[src/rtl/vend_fault_pkg.sv]
// Shared types and constants for the vending fault manager.
package vend_fault_pkg;

  typedef enum logic [2:0] {
    MONITOR   = 3'd0,
    WAIT_IDLE = 3'd1,
    RESYNC    = 3'd2,
    SETTLE    = 3'd3,
    LOCKOUT   = 3'd4
  } state_e;

  // Bit positions inside fault_src.
  localparam int unsigned SRC_COIN = 0;
  localparam int unsigned SRC_CAN  = 1;
  localparam int unsigned SRC_VEND = 2;

  function automatic int unsigned max3(input int unsigned a, input int unsigned b,
                                       input int unsigned c);
    int unsigned m;
    m = (a > b) ? a : b;
    return (m > c) ? m : c;
  endfunction

endpackage

[src/rtl/fault_debounce.sv]
// Persistence filter: confirmed_o pulses on the CONFIRM_CYC-th consecutive enabled cycle.
module fault_debounce #(
  parameter int unsigned CONFIRM_CYC = 4
) (
  input  logic clk,
  input  logic reset,
  input  logic en_i,
  input  logic clr_i,
  output logic confirmed_o
);

  localparam int unsigned CW = $clog2(CONFIRM_CYC) + 1;
  localparam logic [CW-1:0] LAST = CW'(CONFIRM_CYC - 1);

  logic [CW-1:0] cnt_q, cnt_d;

  assign confirmed_o = en_i && !clr_i && (cnt_q == LAST);

  // Count consecutive enabled cycles; any gap, clear or confirmation restarts.
  always_comb begin
    cnt_d = cnt_q;
    if (clr_i || !en_i || confirmed_o) cnt_d = '0;
    else                               cnt_d = cnt_q + 1'b1;
  end

  // Counter register.
  always_ff @(posedge clk or negedge reset) begin
    if (!reset) cnt_q <= '0;
    else        cnt_q <= cnt_d;
  end

endmodule

[src/rtl/vend_fault_manager.sv]
// Confirms replica disagreements, resyncs the replicas once idle, and locks
// the machine out of service after repeated failed recoveries.
module vend_fault_manager
  import vend_fault_pkg::*;
#(
  parameter int unsigned CONFIRM_CYC = 4,
  parameter int unsigned RESYNC_LEN  = 2,
  parameter int unsigned SETTLE_CYC  = 8,
  parameter int unsigned MAX_RETRY   = 3,
  parameter int unsigned CNT_W       = 8
) (
  input  logic             clk,
  input  logic             reset,
  input  logic             coin_fail,
  input  logic             can_fail,
  input  logic             vend_fail,
  input  logic             vend_idle,
  input  logic             service_clear,
  output logic             inhibit,
  output logic             resync,
  output logic             lockout,
  output logic [2:0]       fault_src,
  output logic [CNT_W-1:0] fault_count
);

  localparam int unsigned CW = $clog2(max3(RESYNC_LEN, SETTLE_CYC, MAX_RETRY)) + 1;
  localparam logic [CW-1:0] RS_LAST = CW'(RESYNC_LEN - 1);
  localparam logic [CW-1:0] ST_LAST = CW'(SETTLE_CYC - 1);
  localparam logic [CW-1:0] RT_MAX  = CW'(MAX_RETRY);

  state_e            state_q, state_d;
  logic              inhibit_q, inhibit_d;
  logic              resync_q, resync_d;
  logic              lockout_q, lockout_d;
  logic [2:0]        src_q, src_d;
  logic [CNT_W-1:0]  fcnt_q, fcnt_d;
  logic [CW-1:0]     retry_q, retry_d;
  logic [CW-1:0]     tmr_q, tmr_d;
  logic [CW-1:0]     retry_inc;
  logic [2:0]        flags;
  logic              fail_any;
  logic              confirmed;

  // Gather the replica flags into fault_src bit order.
  always_comb begin
    flags           = '0;
    flags[SRC_COIN] = coin_fail;
    flags[SRC_CAN]  = can_fail;
    flags[SRC_VEND] = vend_fail;
  end

  assign fail_any  = |flags;
  assign retry_inc = retry_q + 1'b1;

  fault_debounce #(.CONFIRM_CYC(CONFIRM_CYC)) u_debounce (
    .clk         (clk),
    .reset       (reset),
    .en_i        (fail_any),
    .clr_i       (state_q != MONITOR),
    .confirmed_o (confirmed)
  );

  // Episode sequencing; tmr is shared by RESYNC and SETTLE since they never overlap.
  always_comb begin
    state_d   = state_q;
    inhibit_d = inhibit_q;
    resync_d  = resync_q;
    lockout_d = lockout_q;
    src_d     = src_q;
    fcnt_d    = fcnt_q;
    retry_d   = retry_q;
    tmr_d     = tmr_q;
    unique case (state_q)
      MONITOR: begin
        if (confirmed) begin
          state_d   = WAIT_IDLE;
          inhibit_d = 1'b1;
          src_d     = src_q | flags;
          if (fcnt_q != '1) fcnt_d = fcnt_q + 1'b1;
        end
      end
      WAIT_IDLE: begin
        src_d = src_q | flags;
        if (vend_idle) begin
          state_d  = RESYNC;
          resync_d = 1'b1;
          tmr_d    = '0;
        end
      end
      RESYNC: begin
        if (tmr_q == RS_LAST) begin
          state_d  = SETTLE;
          resync_d = 1'b0;
          tmr_d    = '0;
        end else begin
          tmr_d = tmr_q + 1'b1;
        end
      end
      SETTLE: begin
        tmr_d = '0;
        if (fail_any) begin
          retry_d = retry_inc;
          src_d   = src_q | flags;
          if (retry_inc == RT_MAX) begin
            state_d   = LOCKOUT;
            lockout_d = 1'b1;
          end else begin
            state_d = WAIT_IDLE;
          end
        end else if (tmr_q == ST_LAST) begin
          state_d   = MONITOR;
          inhibit_d = 1'b0;
          src_d     = '0;
          retry_d   = '0;
        end else begin
          tmr_d = tmr_q + 1'b1;
        end
      end
      LOCKOUT: begin
        if (service_clear) begin
          state_d   = RESYNC;
          lockout_d = 1'b0;
          retry_d   = '0;
          resync_d  = 1'b1;
          tmr_d     = '0;
        end
      end
      default: state_d = MONITOR;
    endcase
  end

  // State and registered outputs; reset aborts any episode immediately.
  always_ff @(posedge clk or negedge reset) begin
    if (!reset) begin
      state_q   <= MONITOR;
      inhibit_q <= 1'b0;
      resync_q  <= 1'b0;
      lockout_q <= 1'b0;
      src_q     <= '0;
      fcnt_q    <= '0;
      retry_q   <= '0;
      tmr_q     <= '0;
    end else begin
      state_q   <= state_d;
      inhibit_q <= inhibit_d;
      resync_q  <= resync_d;
      lockout_q <= lockout_d;
      src_q     <= src_d;
      fcnt_q    <= fcnt_d;
      retry_q   <= retry_d;
      tmr_q     <= tmr_d;
    end
  end

  assign inhibit     = inhibit_q;
  assign resync      = resync_q;
  assign lockout     = lockout_q;
  assign fault_src   = src_q;
  assign fault_count = fcnt_q;

endmodule

[config.mk]
export PLATFORM = sky130hd
export DESIGN_NAME = vend_fault_manager
export DESIGN_NICKNAME = d
export VERILOG_FILES = /design/src/rtl/vend_fault_pkg.sv /design/src/rtl/fault_debounce.sv /design/src/rtl/vend_fault_manager.sv
export SDC_FILE = /design/constraint.sdc
export NUM_CORES = 1
export LEC_CHECK = 0
export CORE_AREA = 2 2 79 62
export DETAILED_ROUTE_END_ITERATION = 7
export DIE_AREA = 0 0 81 64
export PLACE_DENSITY = 0.57
export SYNTH_ARGS = -nofsm -noshare
export SYNTH_HDL_FRONTEND = slang
export SYNTH_SLANG_ARGS = --single-unit
export TNS_END_PERCENT = 5
[constraint.sdc]
create_clock -name clk -period 1.75 [get_ports clk]
set_clock_uncertainty 0.05 [all_clocks]
set_input_delay 0.4375 -clock clk [delete_from_list [all_inputs] [get_ports clk]]
set_output_delay 0.4375 -clock clk [all_outputs]
set_load 0.1 [all_outputs]
==> flow_metrics.env, run 1 <==
export IMPL_timing_final_setup_violations=0
export IMPL_h_tree_level_count=1
export IMPL_asyncSetResetFlopFracSynth=1.000
export IMPL_power_leakage_nw=0.9611
export IMPL_grt_util_met3=0.02825
export IMPL_busiest_layer="met2"
export IMPL_cp_data_arrival_time_ns=1.87
export IMPL_synthesis_nets=160
export IMPL_post_layout_worst_setup_margin_ns=0.0009841
export IMPL_gp_congestion=0.7697
export IMPL_final_net_count=204
export IMPL_hold_viol=0
export IMPL_power_per_cell_area_nw_per_um2=1373
export IMPL_core_sq_um=4362
export IMPL_hp_class="reg2reg"
export IMPL_drc=0
export IMPL_power_combinational_fraction=0.542
export IMPL_cts_sinks=28
export IMPL_syn_avg_cell_area_sq_um=10.38
export IMPL_grtUsageMet2=0.2355
export IMPL_clockPowerShare=0.130
export IMPL_detailedRoute_firstIterationViolations=28
export IMPL_internal_power_w=0.001813
export IMPL_post_drt_via_cell_ratio=5.081
export IMPL_grt_pass1_vias=1243
export IMPL_unrepaired_setup_endpoints_after_global_routing="yes"
export IMPL_die_y_um=64
export IMPL_insertedDiodeCount=0
export IMPL_worst_path_clk_slew_ns=0.10
export IMPL_postRouteWirelength_mm=3.344
export IMPL_synthCells=146
export IMPL_fin_worst_hold_slack_ns=0.3898
export IMPL_fraction_of_final_layout_cells_with_drive_strength_greater_than_1=0.3915
export IMPL_max_slew_worst_pin_slew_ns=0.3662
export IMPL_dieArea_sq_um=5184
export IMPL_gr_usage_met1=0.1878
export IMPL_clockBufferDepth=2
export IMPL_total_power_w=0.003094
export IMPL_area_growth_syn_to_layout_pct=48.72
export IMPL_maximum_number_of_pins_on_one_net_before_global_route_repair=29
export IMPL_synth_ff_type="sky130_fd_sc_hd__dfrtp_1"
export IMPL_floorplan_io_pins=21
export IMPL_final_ant_viol_nets=0
export IMPL_netSwitchingFraction=0.4139
export IMPL_yosysWarningCount=0
export IMPL_critical_path_max_fanout=4
export IMPL_hpwl_mm=2.481
export IMPL_synth_common_cells="sky130_fd_sc_hd__dfrtp_1 (28), sky130_fd_sc_hd__nor2_1 (10), sky130_fd_sc_hd__nand2_1 (9), sky130_fd_sc_hd__nor3_1 (9)"
export IMPL_post_synth_instance_area_sq_um=1515
export IMPL_tritoncts="done"
export IMPL_final_cells=246
export IMPL_routed_via_count=1250
export IMPL_routed_wire_length_per_instance_um=13.59
export IMPL_post_route_min_period_ns=1.749
export IMPL_start_util=0.3474
export IMPL_max_capacitance_violation_count=0
export IMPL_cts_root_buffer="sky130_fd_sc_hd__clkbuf_8"
export IMPL_slew_headroom=0.7559
export IMPL_synthMostInstantiatedCell="sky130_fd_sc_hd__dfrtp_1"
export IMPL_rows=21
export IMPL_initial_antenna_violation_count=0
export IMPL_synth_distinct_cells=46
export IMPL_detail_route_first_pass_iterations=4
export IMPL_fraction_of_synthesized_cell_area_taken_by_the_top_area_cell_type=0.4624
export IMPL_worst_ep_required_time_ns=1.87
export IMPL_postSynthRegisterBits=28
export IMPL_ys_top_cells_by_area="sky130_fd_sc_hd__dfrtp_1 (46%), sky130_fd_sc_hd__ha_1 (5.8%), sky130_fd_sc_hd__xor2_1 (3.5%)"
export IMPL_insertion_delay_ns=0.28
export IMPL_dieWidth_um=81
export IMPL_maxClockFrequency_mhz=571.8
export IMPL_final_max_slew_viol_count=0
export IMPL_status="finished, final reports clean"
export IMPL_sequential_cell_area_fraction_in_the_yosys_report=0.4624
export IMPL_net_switching_power_w=0.001281
export IMPL_dpl_cell_count=237
export IMPL_cts_buffers_inserted=3
export IMPL_ir_worst_vdd_v=0.0005385
export IMPL_synth_top_area_cell="sky130_fd_sc_hd__dfrtp_1"
export IMPL_dp_worst_setup_slack_ns=-0.4182
export IMPL_grt_ovfl_total=0
export IMPL_seq_power_share=0.328
export IMPL_endpoint_kind="flip-flop"
export IMPL_first_pass_grt_wire_length_mm=5.747
export IMPL_cp_start_kind="flip-flop"
export IMPL_post_synth_edffs=0
export IMPL_path_class="reg2reg"
export IMPL_grt_usage=0.1409
export IMPL_place_port_buffers=20
export IMPL_timing_final_crit_share=0.9994
export IMPL_fill_cells=415
[final timing paths]
path	start	endpoint	slack, ns	cells after the start
max in group asynchronous	reset	fault_count[1]	0.87	2
max reg2reg	tmr_q[1]	state_q[0]	0.001	6
min in group asynchronous	reset	tmr_q[3]	0.49	2
max	tmr_q[1]	state_q[0]	0.001	6
min reg2reg	u_debounce.cnt_q[0]	u_debounce.cnt_q[0]	0.39	1
min	u_debounce.cnt_q[0]	u_debounce.cnt_q[0]	0.39	1
[power by group through the flow]
stage               clock (W)  combinational, W  sequential [W]
global route         0.000443           0.00182         0.00105
floorplan                   0          0.000782         0.00125
CTS                  0.000420           0.00160         0.00101
finish               0.000402           0.00168         0.00101
detailed placement          0           0.00154         0.00103
global placement            0           0.00150         0.00101
[timing repair]
item | 4_1_cts | 5_1_grt
setup buffers | 3 | 2
hold buffers | 0 | 0
gates resized for setup | 4 | 15
pin swaps | 2 | 0
endpoints found under the hold margin | 0 | 0
setup endpoints to repair | 16 | 16
[logic make-up after synthesis]
kind of cell    share of synthesized area
simple gates                       0.2089
flops                              0.4624
xor+xnor                          0.05203
compound gates                     0.1594
buf+inv                           0.03798
fa+ha+maj                         0.05780
mux                               0.02147
[critical path: stages, from the launching register on]
cell and delay [ns]:
sky130_fd_sc_hd__dfrtp_1 0.41, sky130_fd_sc_hd__inv_2 0.06, sky130_fd_sc_hd__ha_1 0.12, sky130_fd_sc_hd__or3b_4 0.37
sky130_fd_sc_hd__and2_4 0.16, sky130_fd_sc_hd__o31a_1 0.23, sky130_fd_sc_hd__a221o_1 0.25
[state kept, by name, indices dropped and copies added (netlist names)]
name and flops:
state_q 3, inhibit 1, fault_count 8, retry_q 4, tmr_q 4, resync 1, lockout 1, u_debounce.cnt_q 3
fault_src 3
[layout make-up]
| cell class | count | area (sq um) | area share |
|---|---|---|---|
| multi-input cells | 108 | 849.6 | 0.3770 |
| flip-flops and latches | 28 | 725.7 | 0.3220 |
| repair buffers | 43 | 529.3 | 0.2349 |
| well taps | 57 | 71.32 | 0.03165 |
| clock buffers | 4 | 55.05 | 0.02443 |
| inverters | 6 | 22.52 | 0.009994 |
[metrics by stage]
step / cell area, sq um / util / TNS (ns)
2_1_floorplan: 1562 / - / -0.01047
3_3_place_gp: 2086 / 0.4782 / -6.895
3_5_place_dp: 2086 / 0.4782 / -7.967
4_1_cts: 2176 / 0.4989 / 0
5_1_grt: 2253 / 0.5166 / -0.1460
6_report: 2253 / 0.5166 / 0
[routing by layer]
metal | vias up | part of all wire
met4 | 0 | 0.0081
met3 | 2 | 0.032
met2 | 18 | 0.49
met5 | - | 0
li1 | 614 | -
met1 | 616 | 0.47
[cells in the final DEF (no fill, tap or decap), types with 5 or more instances in the layout]
master / n
sky130_fd_sc_hd__nand3_1: 7
sky130_fd_sc_hd__inv_1: 5
sky130_fd_sc_hd__a22o_1: 5
sky130_fd_sc_hd__buf_4: 21
sky130_fd_sc_hd__xor2_1: 6
sky130_fd_sc_hd__dfrtp_1: 18
sky130_fd_sc_hd__nor2_1: 8
sky130_fd_sc_hd__ha_1: 5
sky130_fd_sc_hd__o21ai_0: 7
sky130_fd_sc_hd__nand2_1: 9
sky130_fd_sc_hd__dfrtp_2: 5
sky130_fd_sc_hd__nor3_1: 7
sky130_fd_sc_hd__a21oi_1: 5
sky130_fd_sc_hd__buf_12: 15
sky130_fd_sc_hd__dfrtp_4: 5
sky130_fd_sc_hd__clkdlybuf4s50_1: 6
Note: power is estimated with default switching activity, not from simulation.
==> run 2: changes to the inputs <==
--- a/config.mk
+++ b/config.mk
@@ -5,10 +5,11 @@
 export SDC_FILE = /design/constraint.sdc
 export NUM_CORES = 1
 export LEC_CHECK = 0
-export CORE_AREA = 2 2 79 62
+export CORE_AREA = 2 2 93 73
+export CTS_CLUSTER_SIZE = 30
 export DETAILED_ROUTE_END_ITERATION = 7
-export DIE_AREA = 0 0 81 64
-export PLACE_DENSITY = 0.57
+export DIE_AREA = 0 0 95 75
+export PLACE_DENSITY = 0.43
 export SYNTH_ARGS = -nofsm -noshare
 export SYNTH_HDL_FRONTEND = slang
 export SYNTH_SLANG_ARGS = --single-unit
==> run 2 against run 1 <==
Against the previous run: the run now ends with setup timing left; fmax decreased by 1.8%; wire length is 9.0% higher; core utilization shrank 14 points; die area is 37% higher; worst hold slack improved by 0.012 ns; via count up 1.7%; non-clock buffer count grew 3; clock power is 30% higher.
==> flow_metrics.env, run 2 (synthesis results as in run 1) <==
export IMPL_die_y_um=75
export IMPL_ir_worst_vdd_v=0.0004901
export IMPL_worst_r2r_endpoint="state_q[0]"
export IMPL_r2r_start="tmr_q[1]"
export IMPL_post_drt_via_cell_ratio=4.656
export IMPL_final_cell_mix="sky130_fd_sc_hd__buf_4 (25), sky130_fd_sc_hd__dfrtp_1 (18), sky130_fd_sc_hd__buf_12 (14), sky130_fd_sc_hd__nand2_1 (9)"
export IMPL_area_growth_syn_to_layout_pct=51.53
export IMPL_endpoint_kind="flip-flop"
export IMPL_largest_reg_flops=8
export IMPL_dpl_cell_count=266
export IMPL_timing_hold_worst_start="u_debounce.cnt_q[0]"
export IMPL_fill_cells=583
export IMPL_h_tree_level_count=1
export IMPL_fin_worst_hold_slack_ns=0.4018
export IMPL_grt_pass1_vias=1317
export IMPL_dp_worst_setup_slack_ns=-0.4249
export IMPL_postLayoutCellArea_sq_um=2296
export IMPL_first_pass_grt_wire_length_mm=6.230
export IMPL_clockBufferDepth=2
export IMPL_dieWidth_um=95
export IMPL_postRouteWirelength_mm=3.644
export IMPL_path_cells="inv_2 > ha_1 > or3b_4 > and2_4 > o31a_1 > a221o_1"
export IMPL_detailed_place_area_sq_um=2141
export IMPL_timing_final_crit_share=1.017
export IMPL_maxClockFrequency_mhz=561.7
export IMPL_power_leakage_nw=0.9940
export IMPL_grt_usage=0.1120
export IMPL_timing_hold_worst_endpoint="u_debounce.cnt_q[0]"
export IMPL_rows=25
export IMPL_start_util=0.2459
export IMPL_cts_root_buffer="sky130_fd_sc_hd__clkbuf_8"
export IMPL_post_route_min_period_ns=1.780
export IMPL_worst_ep_required_time_ns=1.87
export IMPL_mostFrequentLayoutCell="sky130_fd_sc_hd__buf_4"
export IMPL_max_slew_worst_pin_slew_ns=0.3762
export IMPL_drc=0
export IMPL_failed_checks="setup timing"
export IMPL_cts_buffers_inserted=3
export IMPL_final_net_count=207
export IMPL_initial_antenna_violation_count=0
export IMPL_routed_wire_length_per_instance_um=13.35
export IMPL_critical_path_max_stage_delay_ns=0.41
export IMPL_core_sq_um=6162
export IMPL_unrepaired_setup_endpoints_after_global_routing="yes"
export IMPL_detail_route_first_pass_iterations=4
export IMPL_tritoncts="done"
export IMPL_fraction_of_final_layout_cells_with_drive_strength_greater_than_1=0.4115
export IMPL_cp_data_arrival_time_ns=1.90
export IMPL_final_ant_viol_nets=0
export IMPL_slew_headroom=0.7492
export IMPL_dieArea_sq_um=7125
export IMPL_status="complete, but fails checks"
export IMPL_place_port_buffers=20
export IMPL_hpwl_mm=2.705
export IMPL_power_per_cell_area_nw_per_um2=1419
export IMPL_path_class="reg2reg"
export IMPL_insertion_delay_ns=0.28
export IMPL_critical_path_max_fanout=4
export IMPL_final_cells=273
export IMPL_max_capacitance_violation_count=0
export IMPL_gp_congestion=0.8265
export IMPL_timing_reg2reg_setup_slack_ns=-0.03
export IMPL_area_sequential_sq_um=725.7
export IMPL_floorplan_io_pins=21
export IMPL_multi_input_comb_area_sq_um=830.8
export IMPL_detailedRoute_firstIterationViolations=42
export IMPL_routed_via_count=1271
export IMPL_cp_start_kind="flip-flop"
export IMPL_final_max_slew_viol_count=0
export IMPL_grt_ovfl_total=0
export IMPL_hold_viol=0
export IMPL_insertedDiodeCount=0
export IMPL_worstHoldPathCells=1
export IMPL_hp_class="reg2reg"
export IMPL_post_layout_worst_setup_margin_ns=-0.03033
export IMPL_cts_sinks=28
export IMPL_timing_final_setup_violations=1
export IMPL_worst_path_clk_slew_ns=0.10
export IMPL_r2r_worst_path_cells=6
export IMPL_crit_path_top_delay_cell="sky130_fd_sc_hd__dfrtp_1"
export IMPL_maximum_number_of_pins_on_one_net_before_global_route_repair=29
## run 2: cell types whose count changed in the layout (fill, tap and decap cells not counted), sizes merged
cell / change
clkdlybuf4s50: -2
bufinv: +1
buf: +3
dlymetal6s2s: +2
clkbuf: -1
## run 2: metal layers
metal,vias to the layer above,global-route usage,part of all wire
met4,0,0.02899,0.0093
met2,32,0.1844,0.46
met5,-,0,0
met3,5,0.03103,0.050
li1,616,-,-
met1,618,0.1472,0.48
## run 2: worst max-delay path: cells and delay by family, from the launching register on
kind / cells / cell delay [ns]
AOI/OAI and AO/OA: 2 / 0.49
adders and majority gates: 1 / 0.13
buffers and inverters: 1 / 0.06
DFF: 1 / 0.41
and+or+nand+nor: 2 / 0.53
## run 2: how the worst max path moves through the flow
stage | end | startpoint | slack (ns)
5_1_grt | state_q[0] | tmr_q[1] | -0.1
3_5_place_dp | tmr_q[1] | can_fail | -0.42
4_1_cts | state_q[0] | tmr_q[1] | -0.03
2_1_floorplan | fault_count[1] | fault_count[0] | -0.01
3_3_place_gp | state_q[0] | can_fail | -0.38
6_report | state_q[0] | tmr_q[1] | -0.03
## run 2: repair_timing
action / CTS / global route
resized for setup: 5 / 15
buffers inserted: 2 / 1
hold buffers: 0 / 0
pin swaps: 1 / 3
setup endpoints to repair: 10 / 19
## run 2: report_power, final
part           internal (W)  leakage (nW)  switching [W]
sequential         0.000811         0.341       0.000222
clock              0.000307        0.0357       0.000216
combinational      0.000812         0.618       0.000890
## run 2: through the flow
step	power [W]	utilization	TNS, ns
after floorplan	0.002036	-	-0.01047
after detailed placement	0.002634	0.3474	-7.461
after global placement	0.002577	0.3474	-6.910
after CTS	0.003215	0.3645	-0.05610
final	0.003257	0.3726	-0.03033
after global routing	0.003496	0.3726	-0.3149
## run 2: area by class of cell
cell class	instances	share of cell area
Inverter	6	0.009809
Timing Repair Buffer	46	0.2371
Sequential cell	28	0.3161
Clock buffer	3	0.01798
Clock inverter	1	0.01308
Multi-Input combinational cell	108	0.3619
Tap cell	81	0.04414
==> run 3: changes to the inputs <==
--- a/config.mk
+++ b/config.mk
@@ -6,10 +6,13 @@
 export NUM_CORES = 1
 export LEC_CHECK = 0
 export CORE_AREA = 2 2 93 73
+export CTS_BUF_LIST = sky130_fd_sc_hd__clkbuf_4 sky130_fd_sc_hd__clkbuf_8
+export CTS_CLUSTER_DIAMETER = 30
 export CTS_CLUSTER_SIZE = 30
 export DETAILED_ROUTE_END_ITERATION = 7
 export DIE_AREA = 0 0 95 75
 export PLACE_DENSITY = 0.43
+export SLEW_MARGIN = 5
 export SYNTH_ARGS = -nofsm -noshare
 export SYNTH_HDL_FRONTEND = slang
 export SYNTH_SLANG_ARGS = --single-unit
==> results of run 3 <==
The final DEF is identical to that of run 2; final timing and power are the same.
